**src/rtl/morse_symbol_capture.sv**
```systemverilog
// -----------------------------------------------------------------------------
// morse_symbol_capture
//
// Turns a raw Morse key into per-character write words for a register file.
// The key is synchronised into the clk domain. Marks and spaces are timed in
// units of the external 'tick' enable. Each finished character is written out
// as one strobe on wr_en, with wr_data = {count[2:0], symbols[4:0]}. In the
// symbol field the first symbol is in bit 0, and a 1 means dash.
//
// Optional feature: define MORSE_WORD_GAP_EN to emit a word separator
// (8'hE0) once the key has stayed up for WORD_GAP ticks after the last mark.
// The default build has no word-gap logic.
//
// Parameters
//   DOT_MAX   longest mark, in ticks, that counts as a dot
//   CHAR_GAP  key-up ticks that end a character
//   WORD_GAP  key-up ticks from the last mark that end a word (macro only)
//   CNT_W     width of the tick counter
//
// Ports
//   clk        clock, all state updates on the rising edge
//   clrn       asynchronous active-low reset
//   key_in     raw key, asynchronous to clk, 1 = pressed
//   tick       timebase enable, one clk wide per time unit
//   clear_ovf  clears the sticky overflow flag
//   wr_en      one-cycle write strobe
//   wr_data    {symbol count, symbols}; held between strobes
//   busy       high whenever the capture FSM is not idle
//   overflow   sticky: a sixth or later symbol of a character was dropped
// -----------------------------------------------------------------------------
module morse_symbol_capture #(
  parameter int unsigned DOT_MAX  = 3,
  parameter int unsigned CHAR_GAP = 3,
  parameter int unsigned WORD_GAP = 7,
  parameter int unsigned CNT_W    = 8
) (
  input  logic       clk,
  input  logic       clrn,
  input  logic       key_in,
  input  logic       tick,
  input  logic       clear_ovf,
  output logic       wr_en,
  output logic [7:0] wr_data,
  output logic       busy,
  output logic       overflow
);

  localparam int unsigned LEN_W    = 3;
  localparam int unsigned SYM_W    = 5;
  localparam int unsigned MAX_SYMS = 5;
  localparam int unsigned DATA_W   = LEN_W + SYM_W;

  localparam logic [LEN_W-1:0]  LEN_FULL  = LEN_W'(MAX_SYMS);
  localparam logic [CNT_W-1:0]  CNT_SAT   = {CNT_W{1'b1}};
  localparam logic [CNT_W-1:0]  DOT_LIM   = CNT_W'(DOT_MAX);
  localparam logic [CNT_W-1:0]  CHAR_LIM  = CNT_W'(CHAR_GAP);
  localparam logic [DATA_W-1:0] WORD_SEP  = DATA_W'(8'hE0);

  typedef enum logic [1:0] {
    S_IDLE  = 2'd0,
    S_MARK  = 2'd1,
    S_SPACE = 2'd2,
    S_EMIT  = 2'd3
  } state_e;

  // Registers
  logic               key_meta_q;
  logic               key_s_q;
  state_e             state_q,   state_d;
  logic [CNT_W-1:0]   cnt_q,     cnt_d;
  logic [LEN_W-1:0]   len_q,     len_d;
  logic [SYM_W-1:0]   sym_q,     sym_d;
  logic               wr_en_q,   wr_en_d;
  logic [DATA_W-1:0]  wr_data_q, wr_data_d;
  logic               busy_q,    busy_d;
  logic               ovf_q,     ovf_d;

  // Combinational helpers
  logic [CNT_W-1:0]   cnt_inc_c;
  logic               is_dash_c;
  logic               ovf_set_c;

`ifdef MORSE_WORD_GAP_EN
  localparam logic [CNT_W-1:0] WORD_LIM = CNT_W'(WORD_GAP);
  logic armed_q, armed_d;
`else
  // WORD_GAP only matters when the word-gap feature is built in.
  logic unused_word_gap;
  assign unused_word_gap = ^WORD_GAP;
`endif

  // Two-flop synchroniser for the asynchronous key.
  always_ff @(posedge clk or negedge clrn) begin
    if (!clrn) begin
      key_meta_q <= 1'b0;
      key_s_q    <= 1'b0;
    end else begin
      key_meta_q <= key_in;
      key_s_q    <= key_meta_q;
    end
  end

  // Saturating tick counter increment and dot/dash decision.
  assign cnt_inc_c = (cnt_q == CNT_SAT) ? cnt_q : cnt_q + CNT_W'(1);
  assign is_dash_c = (cnt_q > DOT_LIM);

  // Next-state and output logic. A key_s change always wins over a
  // coincident tick, so every transition is decided on the pre-tick count.
  always_comb begin
    state_d   = state_q;
    cnt_d     = cnt_q;
    len_d     = len_q;
    sym_d     = sym_q;
    wr_en_d   = 1'b0;
    wr_data_d = wr_data_q;
    ovf_set_c = 1'b0;
`ifdef MORSE_WORD_GAP_EN
    armed_d   = armed_q;
`endif

    unique case (state_q)
      S_IDLE: begin
        if (key_s_q) begin
          state_d = S_MARK;
          cnt_d   = '0;
`ifdef MORSE_WORD_GAP_EN
          armed_d = 1'b0;
`endif
        end
`ifdef MORSE_WORD_GAP_EN
        else if (armed_q) begin
          // cnt still holds the gap counted in SPACE, so the word gap is
          // measured from the end of the last mark.
          if (cnt_q >= WORD_LIM) begin
            wr_en_d   = 1'b1;
            wr_data_d = WORD_SEP;
            armed_d   = 1'b0;
          end else if (tick) begin
            cnt_d = cnt_inc_c;
          end
        end
`endif
      end

      S_MARK: begin
        if (!key_s_q) begin
          cnt_d = '0;
          if (cnt_q == '0) begin
            // Mark shorter than one tick: a glitch, discard it.
            state_d = (len_q != '0) ? S_SPACE : S_IDLE;
          end else begin
            state_d = S_SPACE;
            if (len_q == LEN_FULL) begin
              ovf_set_c = 1'b1;
            end else begin
              sym_d = sym_q | (SYM_W'(is_dash_c) << len_q);
              len_d = len_q + LEN_W'(1);
            end
          end
        end else if (tick) begin
          cnt_d = cnt_inc_c;
        end
      end

      S_SPACE: begin
        if (key_s_q) begin
          state_d = S_MARK;
          cnt_d   = '0;
        end else if (cnt_q >= CHAR_LIM) begin
          state_d = S_EMIT;
        end else if (tick) begin
          cnt_d = cnt_inc_c;
        end
      end

      S_EMIT: begin
        wr_en_d   = 1'b1;
        wr_data_d = {len_q, sym_q};
        len_d     = '0;
        sym_d     = '0;
        state_d   = S_IDLE;
`ifdef MORSE_WORD_GAP_EN
        armed_d   = 1'b1;
`endif
      end

      default: begin
        state_d = S_IDLE;
      end
    endcase

    // A new overflow in the same cycle as clear_ovf keeps the flag set.
    ovf_d  = ovf_set_c | (ovf_q & ~clear_ovf);
    busy_d = (state_d != S_IDLE);
  end

  // State and registered outputs.
  always_ff @(posedge clk or negedge clrn) begin
    if (!clrn) begin
      state_q   <= S_IDLE;
      cnt_q     <= '0;
      len_q     <= '0;
      sym_q     <= '0;
      wr_en_q   <= 1'b0;
      wr_data_q <= '0;
      busy_q    <= 1'b0;
      ovf_q     <= 1'b0;
    end else begin
      state_q   <= state_d;
      cnt_q     <= cnt_d;
      len_q     <= len_d;
      sym_q     <= sym_d;
      wr_en_q   <= wr_en_d;
      wr_data_q <= wr_data_d;
      busy_q    <= busy_d;
      ovf_q     <= ovf_d;
    end
  end

`ifdef MORSE_WORD_GAP_EN
  // Word-gap armed flag.
  always_ff @(posedge clk or negedge clrn) begin
    if (!clrn) begin
      armed_q <= 1'b0;
    end else begin
      armed_q <= armed_d;
    end
  end
`endif

  assign wr_en    = wr_en_q;
  assign wr_data  = wr_data_q;
  assign busy     = busy_q;
  assign overflow = ovf_q;

endmodule
```
**config.mk**
```make
export PLATFORM = sky130hd
export DESIGN_NAME = morse_symbol_capture
export DESIGN_NICKNAME = d
export VERILOG_FILES = /design/src/rtl/morse_symbol_capture.sv
export SDC_FILE = /design/constraint.sdc
export NUM_CORES = 1
export LEC_CHECK = 0
export CAP_MARGIN = 10
export CORE_MARGIN = 3
export CORE_UTILIZATION = 25
export CTS_BUF_LIST = sky130_fd_sc_hd__clkbuf_16
export DETAILED_ROUTE_END_ITERATION = 6
export PLACE_DENSITY_LB_ADDON = 0.25
export SLEW_MARGIN = 20
export SYNTH_ARGS = -nofsm -noshare
export SYNTH_HDL_FRONTEND = slang
export SYNTH_SLANG_ARGS = --single-unit
```
**constraint.sdc**
```tcl
create_clock -name clk -period 2.9 [get_ports clk]
set_clock_uncertainty 0.15 [all_clocks]
set_input_delay 0.58 -clock clk [delete_from_list [all_inputs] [get_ports clk]]
set_output_delay 0.58 -clock clk [all_outputs]
set_load 0.1 [all_outputs]
```
==> summary by stage, run 1 <==
Clock tree
At the later pin of the worst-skew pair, clock insertion delay measures roughly 270 ps. The clock tree from TritonCTS is yes. The number of hold buffers added after CTS was 0.

The clock drives 31 sinks. After clock tree synthesis, the clock-pin slew on the worst setup and hold paths is 50 ps. CTS placed an instance of sky130_fd_sc_hd__clkbuf_16 at the clock tree root. After clock tree synthesis, the setup repair step added 0 buffers. In this run, CTS created clock tree buffers numbering 5.

The maximum level of the CTS H-tree is 2. The maximum root-to-sink buffer count is 2. The quantity of gates resized following cts is 0.

Synth
For this run, the number of Yosys warnings is 0. The cell count after synthesis is between 150 and 200. In the synthesized netlist the dominant register cell turns out to be sky130_fd_sc_hd__dfrtp_1. After synthesis, the largest family of logic cells by area is compound AO/OA/AOI/OAI gates. The post-synthesis simple-gate area fraction is between 10% and 20%.

The count of flip-flops with a built-in enable after synthesis is 0. The unique cell type count in the Yosys netlist is 39. The adder-cell share of the synthesized area is slightly above 8%. The share of the Yosys chip area taken by registers is between 40% and 50%.

The post-synthesis cell area is 0.00166 mm^2. The synthesis-stage register bit count is 31. The post-synthesis average cell area is 10.4 um^2. The mux share of post-synthesis cell area is 6.35%. The synthesized-area fraction occupied by ao, oa, aoi and oai cells is about 17%. The net count after synthesis is about 180.

The xor and xnor fraction of the mapped netlist area is less than 1%. The share of flip-flops with an asynchronous set or reset after synthesis is between 90% and 100%.

Setup path
The worst-case register-to-register setup slack is 600 ps. The largest individual stage delay along the critical path comes from the cell sky130_fd_sc_hd__dfrtp_1. Traced cell by cell, the critical path runs through ha_1 -> nor3_1 -> nand2_4 -> a221oi_4 -> nand2_1 -> mux2_4.

The largest single stage delay on the critical path is between 400 and 500 ps. STA puts the critical path data arrival time at 2300 ps. At the worst endpoint, the required time is 2900 ps. STA classifies the critical path startpoint as a flip-flop. The worst setup path is of the reg -> reg kind. STA classifies the critical path endpoint as a flip-flop.

The worst-path maximum fanout is 9.

STA
The number of pins with negative max-slew slack in the final report is 0. The final critical-path share of the clock period is 79.2%. Measured against its own limit, the worst slew margin works out to 57.8%.

Derived from the worst setup path, the maximum achievable clock frequency is 435 MHz. The clock period minus final worst setup slack is around 2300 ps. The slew at the pin closest to its max-slew limit is between 600 and 700 ps. Setup repair after global routing left no endpoint under its margin. The total negative slack is 0 ps. The final count of hold timing violations was 0. Setup violations remaining at the end of the flow were counted as 0.

Min path
The worst hold path class is reg -> reg.

Cells and area
The antenna diode count is 0. The synthesis-to-layout area growth is 21.4%. The net count of the finished layout is between 150 and 200. The utilization after layout is between 30% and 40%. In the final layout, the share of cells above drive strength 1 is 20.6%.

Die
The core region is around 0.0064 mm^2. The boundary pin count is 16. The floorplan step set the die width to around 87 um. The floorplan step set the die height to just under 90 um. The full die area is between 0.007 and 0.008 mm^2. The initial cell density of the core is between 20 and 30%. In this run the core area contains 29 standard-cell rows.

Global route
The first-pass GRT wire length is 5710 um. The pin count of the biggest net entering global routing is 32. The number of antenna violations at the first check in global routing is 0. The total track usage is 9.38%. The total overflow left after global routing is 0. The number of global-route vias before repair is approximately 1200.

Detailed routing
The wire length per cell is roughly 13 um. In the routed design, unresolved DRC markers number 0. After the first detailed-routing iteration, the DRC count stood at 62.

The total number of vias is between 1000 and 1500. In the routed layout, each cell is associated on average with a via count of about 4.8. The detailed-routing iteration count for the pre-antenna-repair pass is 4. The remaining antenna violation count is 0.

Summed over all layers, the routed wires come to around 3400 um.

Placed design
Routability-driven placement finished with a final weighted congestion of 0.755. Buffers placed on the I/O ports in this run total 15. Detailed placement finished with a half-perimeter wire length of around 2400 um.

Power
The maximum ir drop on the vdd rail is between 0.4 and 0.5 mV. The static leakage power is 0.912 nW. Power spread over the standard cell area amounts to approximately 900 mW/mm^2.

Status
The run finished with clean final reports.

Job
The number of maximum-capacitance constraint violations is 0.
-- state kept, by name, summed over array words and instances, names as in the netlist, 2 cells and up --
register  cells
state_q       2
cnt_q         8
len_q         3
sym_q         5
wr_data       8
-- cells in the mapped netlist (2+ instances only) --
library cell	count	area share (%)
sky130_fd_sc_hd__a31oi_1	6	2.3
sky130_fd_sc_hd__nor3_1	2	0.60
sky130_fd_sc_hd__nand2_1	13	2.9
sky130_fd_sc_hd__nand2b_1	3	1.1
sky130_fd_sc_hd__a21oi_1	9	2.7
sky130_fd_sc_hd__clkbuf_1	2	0.45
sky130_fd_sc_hd__o31ai_1	2	0.91
sky130_fd_sc_hd__o21a_1	2	0.91
sky130_fd_sc_hd__nand3_1	2	0.60
sky130_fd_sc_hd__nor3b_1	2	0.91
sky130_fd_sc_hd__a41oi_1	2	1.1
sky130_fd_sc_hd__a221oi_1	2	1.1
sky130_fd_sc_hd__nand4_1	4	1.5
sky130_fd_sc_hd__nor2_1	14	3.2
sky130_fd_sc_hd__o21ai_0	11	3.3
sky130_fd_sc_hd__inv_1	9	2.0
sky130_fd_sc_hd__dfrtp_1	31	47
sky130_fd_sc_hd__and2_1	2	0.76
sky130_fd_sc_hd__and3_1	2	0.76
sky130_fd_sc_hd__nor2b_1	3	1.1
sky130_fd_sc_hd__ha_1	11	8.3
sky130_fd_sc_hd__mux2_2	8	5.4
-- path summary, 6_finish.rpt --
check,startpoint,to,depth (start not counted)
setup / recovery,cnt_q[0],cnt_q[0],6
hold / removal,key_meta_q,key_s_q,0
setup reg to reg,cnt_q[0],cnt_q[0],6
hold reg to reg,key_meta_q,key_s_q,0
max in group asynchronous,clrn,state_q[0],2
min in group asynchronous,clrn,wr_data[1],2
-- critical path, delay by kind of cell (launching register included) --
| family | cells | cell delay, ps |
|---|---|---|
| AO/OA/AOI/OAI | 1 | 420 |
| adder cells (fa/ha/maj) | 1 | 270 |
| flip-flops | 1 | 420 |
| multiplexers | 1 | 270 |
| AND/OR/NAND/NOR | 3 | 650 |
-- final cells by class --
cell class	instances	area [um^2]
fillers	666	4380
multi-input cells	114	817
flip-flops and latches	31	776
repair buffers	19	153
clock buffers	5	125
well taps	77	96.3
inverters	9	33.8
clock inverters	2	8.76
-- metrics by stage --
| step | setup WS, ps | cell area (um^2) | total power [mW] | std cells | hold slack [ps] |
|---|---|---|---|---|---|
| floorplan | 825 | 1660 | 1.14 | 159 | 134 |
| global placement | 645 | 1880 | 1.32 | 250 | 183 |
| CTS | 596 | 2010 | 1.82 | 257 | 201 |
| finish | 604 | 2010 | 1.79 | 257 | 197 |
| global route | 442 | 2010 | 1.91 | 257 | 213 |
| detailed placement | 619 | 1880 | 1.32 | 250 | 190 |
-- cells by family after synthesis --
| family | after synthesis |
|---|---|
| AO/OA/AOI/OAI | 41 |
| XOR/XNOR | 1 |
| adder cells (fa/ha/maj) | 11 |
| buffers and inverters | 14 |
| flip-flops | 31 |
| multiplexers | 9 |
| AND/OR/NAND/NOR | 52 |
-- per-layer routing --
metal / vias up / wire [um] / global-route usage, %
met1: 583 / 1870 / 14.2
met5: - / 0 / 0
li1: 611 / - / -
met4: 0 / 45 / 2.93
met3: 5 / 129 / 2.46
met2: 23 / 1320 / 12.8
-- power breakdown --
| part | internal, mW | leakage [nW] | switching [mW] |
|---|---|---|---|
| registers | 0.499 | 0.407 | 0.0743 |
| clock network | 0.307 | 0.0671 | 0.171 |
| logic | 0.243 | 0.437 | 0.498 |
-- cell usage in the layout, fill, tap and decap left out, types with 4 or more instances in the layout --
cell type	n
sky130_fd_sc_hd__inv_1	9
sky130_fd_sc_hd__clkbuf_16	5
sky130_fd_sc_hd__nor2_1	14
sky130_fd_sc_hd__buf_4	15
sky130_fd_sc_hd__ha_1	11
sky130_fd_sc_hd__nand2_1	13
sky130_fd_sc_hd__o21ai_0	11
sky130_fd_sc_hd__clkdlybuf4s50_1	4
sky130_fd_sc_hd__mux2_2	8
sky130_fd_sc_hd__nand4_1	4
sky130_fd_sc_hd__a21oi_1	9
sky130_fd_sc_hd__dfrtp_1	31
sky130_fd_sc_hd__a31oi_1	6
(Power assumes the default switching activity.)
==> inputs of run 2 (changes only) <==
==> constraint.sdc (replaced) <==
create_clock -name clk -period 2.3 [get_ports clk]
set_clock_uncertainty 0.15 [all_clocks]
set_input_delay 0.46 -clock clk [delete_from_list [all_inputs] [get_ports clk]]
set_output_delay 0.46 -clock clk [all_outputs]
set_load 0.1 [all_outputs]
==> run 2 against run 1 <==
Effect of this change: sequential power grew 21%; global-route usage shrank 0.30 points; highest routed layer unchanged; clock-buffer cell count unchanged; cell area rose by 3.9%; hold slack got worse by 1.2 ps.
==> summary by stage, run 2 (synthesized netlist as in run 1, its figures left out) <==
STA
The total negative slack is 0 ps (unchanged). The clock period minus final worst setup slack is 2160 ps (-135 ps). The worst relative slew slack is 74.5% (+17 points). The final critical-path share of the clock period is 94.0% (+15 points). The final count of hold timing violations came to 0 (unchanged). The post-route worst setup slack is 138 ps (-465 ps). Setup repair after global routing left no endpoint under its margin. The highest attainable clock frequency came to 463 MHz (+6.2%). The slew at the pin closest to its max-slew limit is 377 ps (-255 ps). The number of pins with negative max-slew slack in the final report was 0 (unchanged).

The count of final setup violators came to 0 (unchanged).

Placed design
The count of buffers from port buffering is 15 (unchanged). The detailed-placement wirelength estimate is 2380 um (+0.13%). The setup slack after placement came to 144 ps (-475 ps). The post-placement cell count is 258 (+3.2%). The placer congestion estimate is 0.748 (-0.94%).

Setup path
The data required time of the worst path was 2300 ps (-600 ps). The logic depth of the worst register-to-register path came to 7 (+1). The worst path arrival time is 2160 ps (-140 ps).

In this run the critical register-to-register path is launched from cnt_q[0]. The worst-path maximum fanout is 8 (-1). The largest stage delay on the critical path is 410 ps (about the same). The worst setup path is launched from a flip-flop. The library cell contributing the largest single delay on the critical path is sky130_fd_sc_hd__dfrtp_1.

The type of the setup path with the least slack is reg -> reg. The worst-case register-to-register setup slack is 140 ps (-470 ps). STA classifies the critical path endpoint as a flip-flop.

The endpoint identified for the worst register-to-register timing path is cnt_q[0]. The critical path goes through ha_1 -> nor3_1 -> buf_4 -> nand2_4 -> a221oi_4 -> nand2_1 -> mux2_4.

Cells and area
The synthesis-to-layout area growth is 26.1%. The final-stage net count is 206 (+5.1%). Leaving out fill and tap cells, the most frequent cell in the layout is sky130_fd_sc_hd__dfrtp_1. The antenna diode count came to 0 (unchanged).

The area of the multi-input gates was 817 um^2 (unchanged). The share of post-route cells with drive strength above 1 came to 24.1% (+3.5 points). The storage element area is 776 um^2 (unchanged). The top cell types in the final layout, fill and taps aside, are sky130_fd_sc_hd__dfrtp_1, sky130_fd_sc_hd__buf_4, sky130_fd_sc_hd__nor2_1.

The utilization after layout came to 32.7% (+1.2 points). The number of standard cells in the layout, taps in and fillers out is 268 (+4.3%). The fill cell instance count of the final layout is 659 (-1.1%).

Min path
The path class of the tightest hold or removal check is reg -> reg. The worst hold path terminates at key_s_q. The worst hold path begins at key_meta_q. The count of cells along the worst hold path is 0 (unchanged).

Clock tree
The root buffer cell is sky130_fd_sc_hd__clkbuf_16. The quantity of gates resized following cts is 0 (unchanged). The maximum root-to-sink buffer count was 2 (unchanged).

The clock input transition at the sequential cells of the worst setup and hold paths is 50 ps (about the same). The clock buffer count from CTS is 5 (unchanged). The total number of clock tree sinks was 31 (unchanged). The maximum level of the CTS H-tree is 2 (unchanged). The clock tree from TritonCTS is yes. The worst-skew pair later-pin latency is 270 ps (about the same).

Global route
The total track usage is 9.09% (-0.30 points). The pin count of the biggest net entering global routing is 32 (unchanged). The first-pass GRT wire length is 5530 um (-3.3%). The residual overflow from global routing is 0 (unchanged). The number of global-route vias before repair is 1150 (-5.3%).

The number of antenna violations at the first check in global routing is 0 (unchanged).

Power
The power density over the cells was 1110 mW/mm^2 (+25%). The maximum ir drop on the vdd rail is 0.613 mV (+26%). The static leakage power came to 0.962 nW (+5.5%).

Die
The number of rows in the core area was 29 (unchanged). The full die area came to 0.00763 mm^2 (unchanged). The placeable core region is 0.00639 mm^2 (unchanged). The height of the die is 87.4 um (unchanged).

The initial cell density of the core is 25.9% (unchanged). The floorplan die width was 87.4 um (unchanged). The boundary pin count was 16 (unchanged).

Detailed routing
The detailed-routing iteration count for the pre-antenna-repair pass is 4 (unchanged). The initial DRC count is 69 (+11%). The wire length per cell came to 12.2 um (-7.0%). The total number of vias was 1222 (unchanged). The remaining antenna violation count is 0 (unchanged). The wire length after detailed routing is 3270 um (-3.0%). The vias per cell is 4.56 (-4.1%).

The number of design rule violations left after detail routing is 0 (unchanged).

Job
The number of maximum-capacitance constraint violations came to 0 (unchanged).

Status
The run finished with clean final reports.
==> run 2: cell types whose count changed in the layout (fill, tap and decap cells not counted) <==
cell                       before  now
sky130_fd_sc_hd__buf_4         15   25
sky130_fd_sc_hd__inv_1          9   10
sky130_fd_sc_hd__clkinv_1       1    2
sky130_fd_sc_hd__clkinv_2       1    0
==> run 2: routing by layer <==
metal	global-route usage (%)	vias to the layer above	share of wire, %
met1	14.6	566	56
met5	0	-	0
met2	11.8	23	40
li1	-	631	-
met3	2.27	2	4.0
met4	2.09	0	0.31
==> run 2: worst max-delay path: cells and delay by family, from the launching register on <==
family / cells / cell delay, ps
DFF: 1 / 410
AOI/OAI and AO/OA: 1 / 400
and+or+nand+nor: 3 / 380
adders and majority gates: 1 / 270
muxes: 1 / 270
buffers and inverters: 1 / 150
==> run 2: area by class of cell <==
cell class | count | area share [%]
Inverter | 9 | 1.62
Clock buffer | 5 | 6.00
Timing Repair Buffer | 29 | 10.9
Tap cell | 77 | 4.62
Sequential cell | 31 | 37.2
Clock inverter | 3 | 0.540
Multi-Input combinational cell | 114 | 39.1
==> run 2: worst max-delay path by stage <==
stage	from	end	slack, ps	cells after the start
6_report	cnt_q[0]	cnt_q[0]	140	7
5_1_grt	cnt_q[0]	cnt_q[0]	10	7
3_5_place_dp	cnt_q[0]	cnt_q[0]	140	7
3_3_place_gp	cnt_q[0]	cnt_q[0]	130	7
2_1_floorplan	cnt_q[0]	cnt_q[0]	220	6
4_1_cts	cnt_q[0]	cnt_q[0]	120	7
==> run 2: timing repair <==
action | 4_1_cts | 5_1_grt
hold buffers | 0 | 0
buffers inserted | 0 | 2
setup endpoints to repair | 0 | 1
==> run 2: power by group <==
part	total (mW)	internal, mW	switching, mW	leakage (nW)
clock network	0.595	0.388	0.208	0.0701
logic	1.03	0.363	0.666	0.485
registers	0.695	0.629	0.0657	0.407
total	2.32	1.38	0.940	0.962
==> run 2: stage by stage <==
stage	hold WS [ps]	cell area (um^2)	power, mW
2_1_floorplan	14.4	1660	1.44
3_3_place_gp	186	1940	1.71
3_5_place_dp	185	1940	1.71
4_1_cts	196	2070	2.33
5_1_grt	216	2090	2.47
6_report	195	2090	2.32
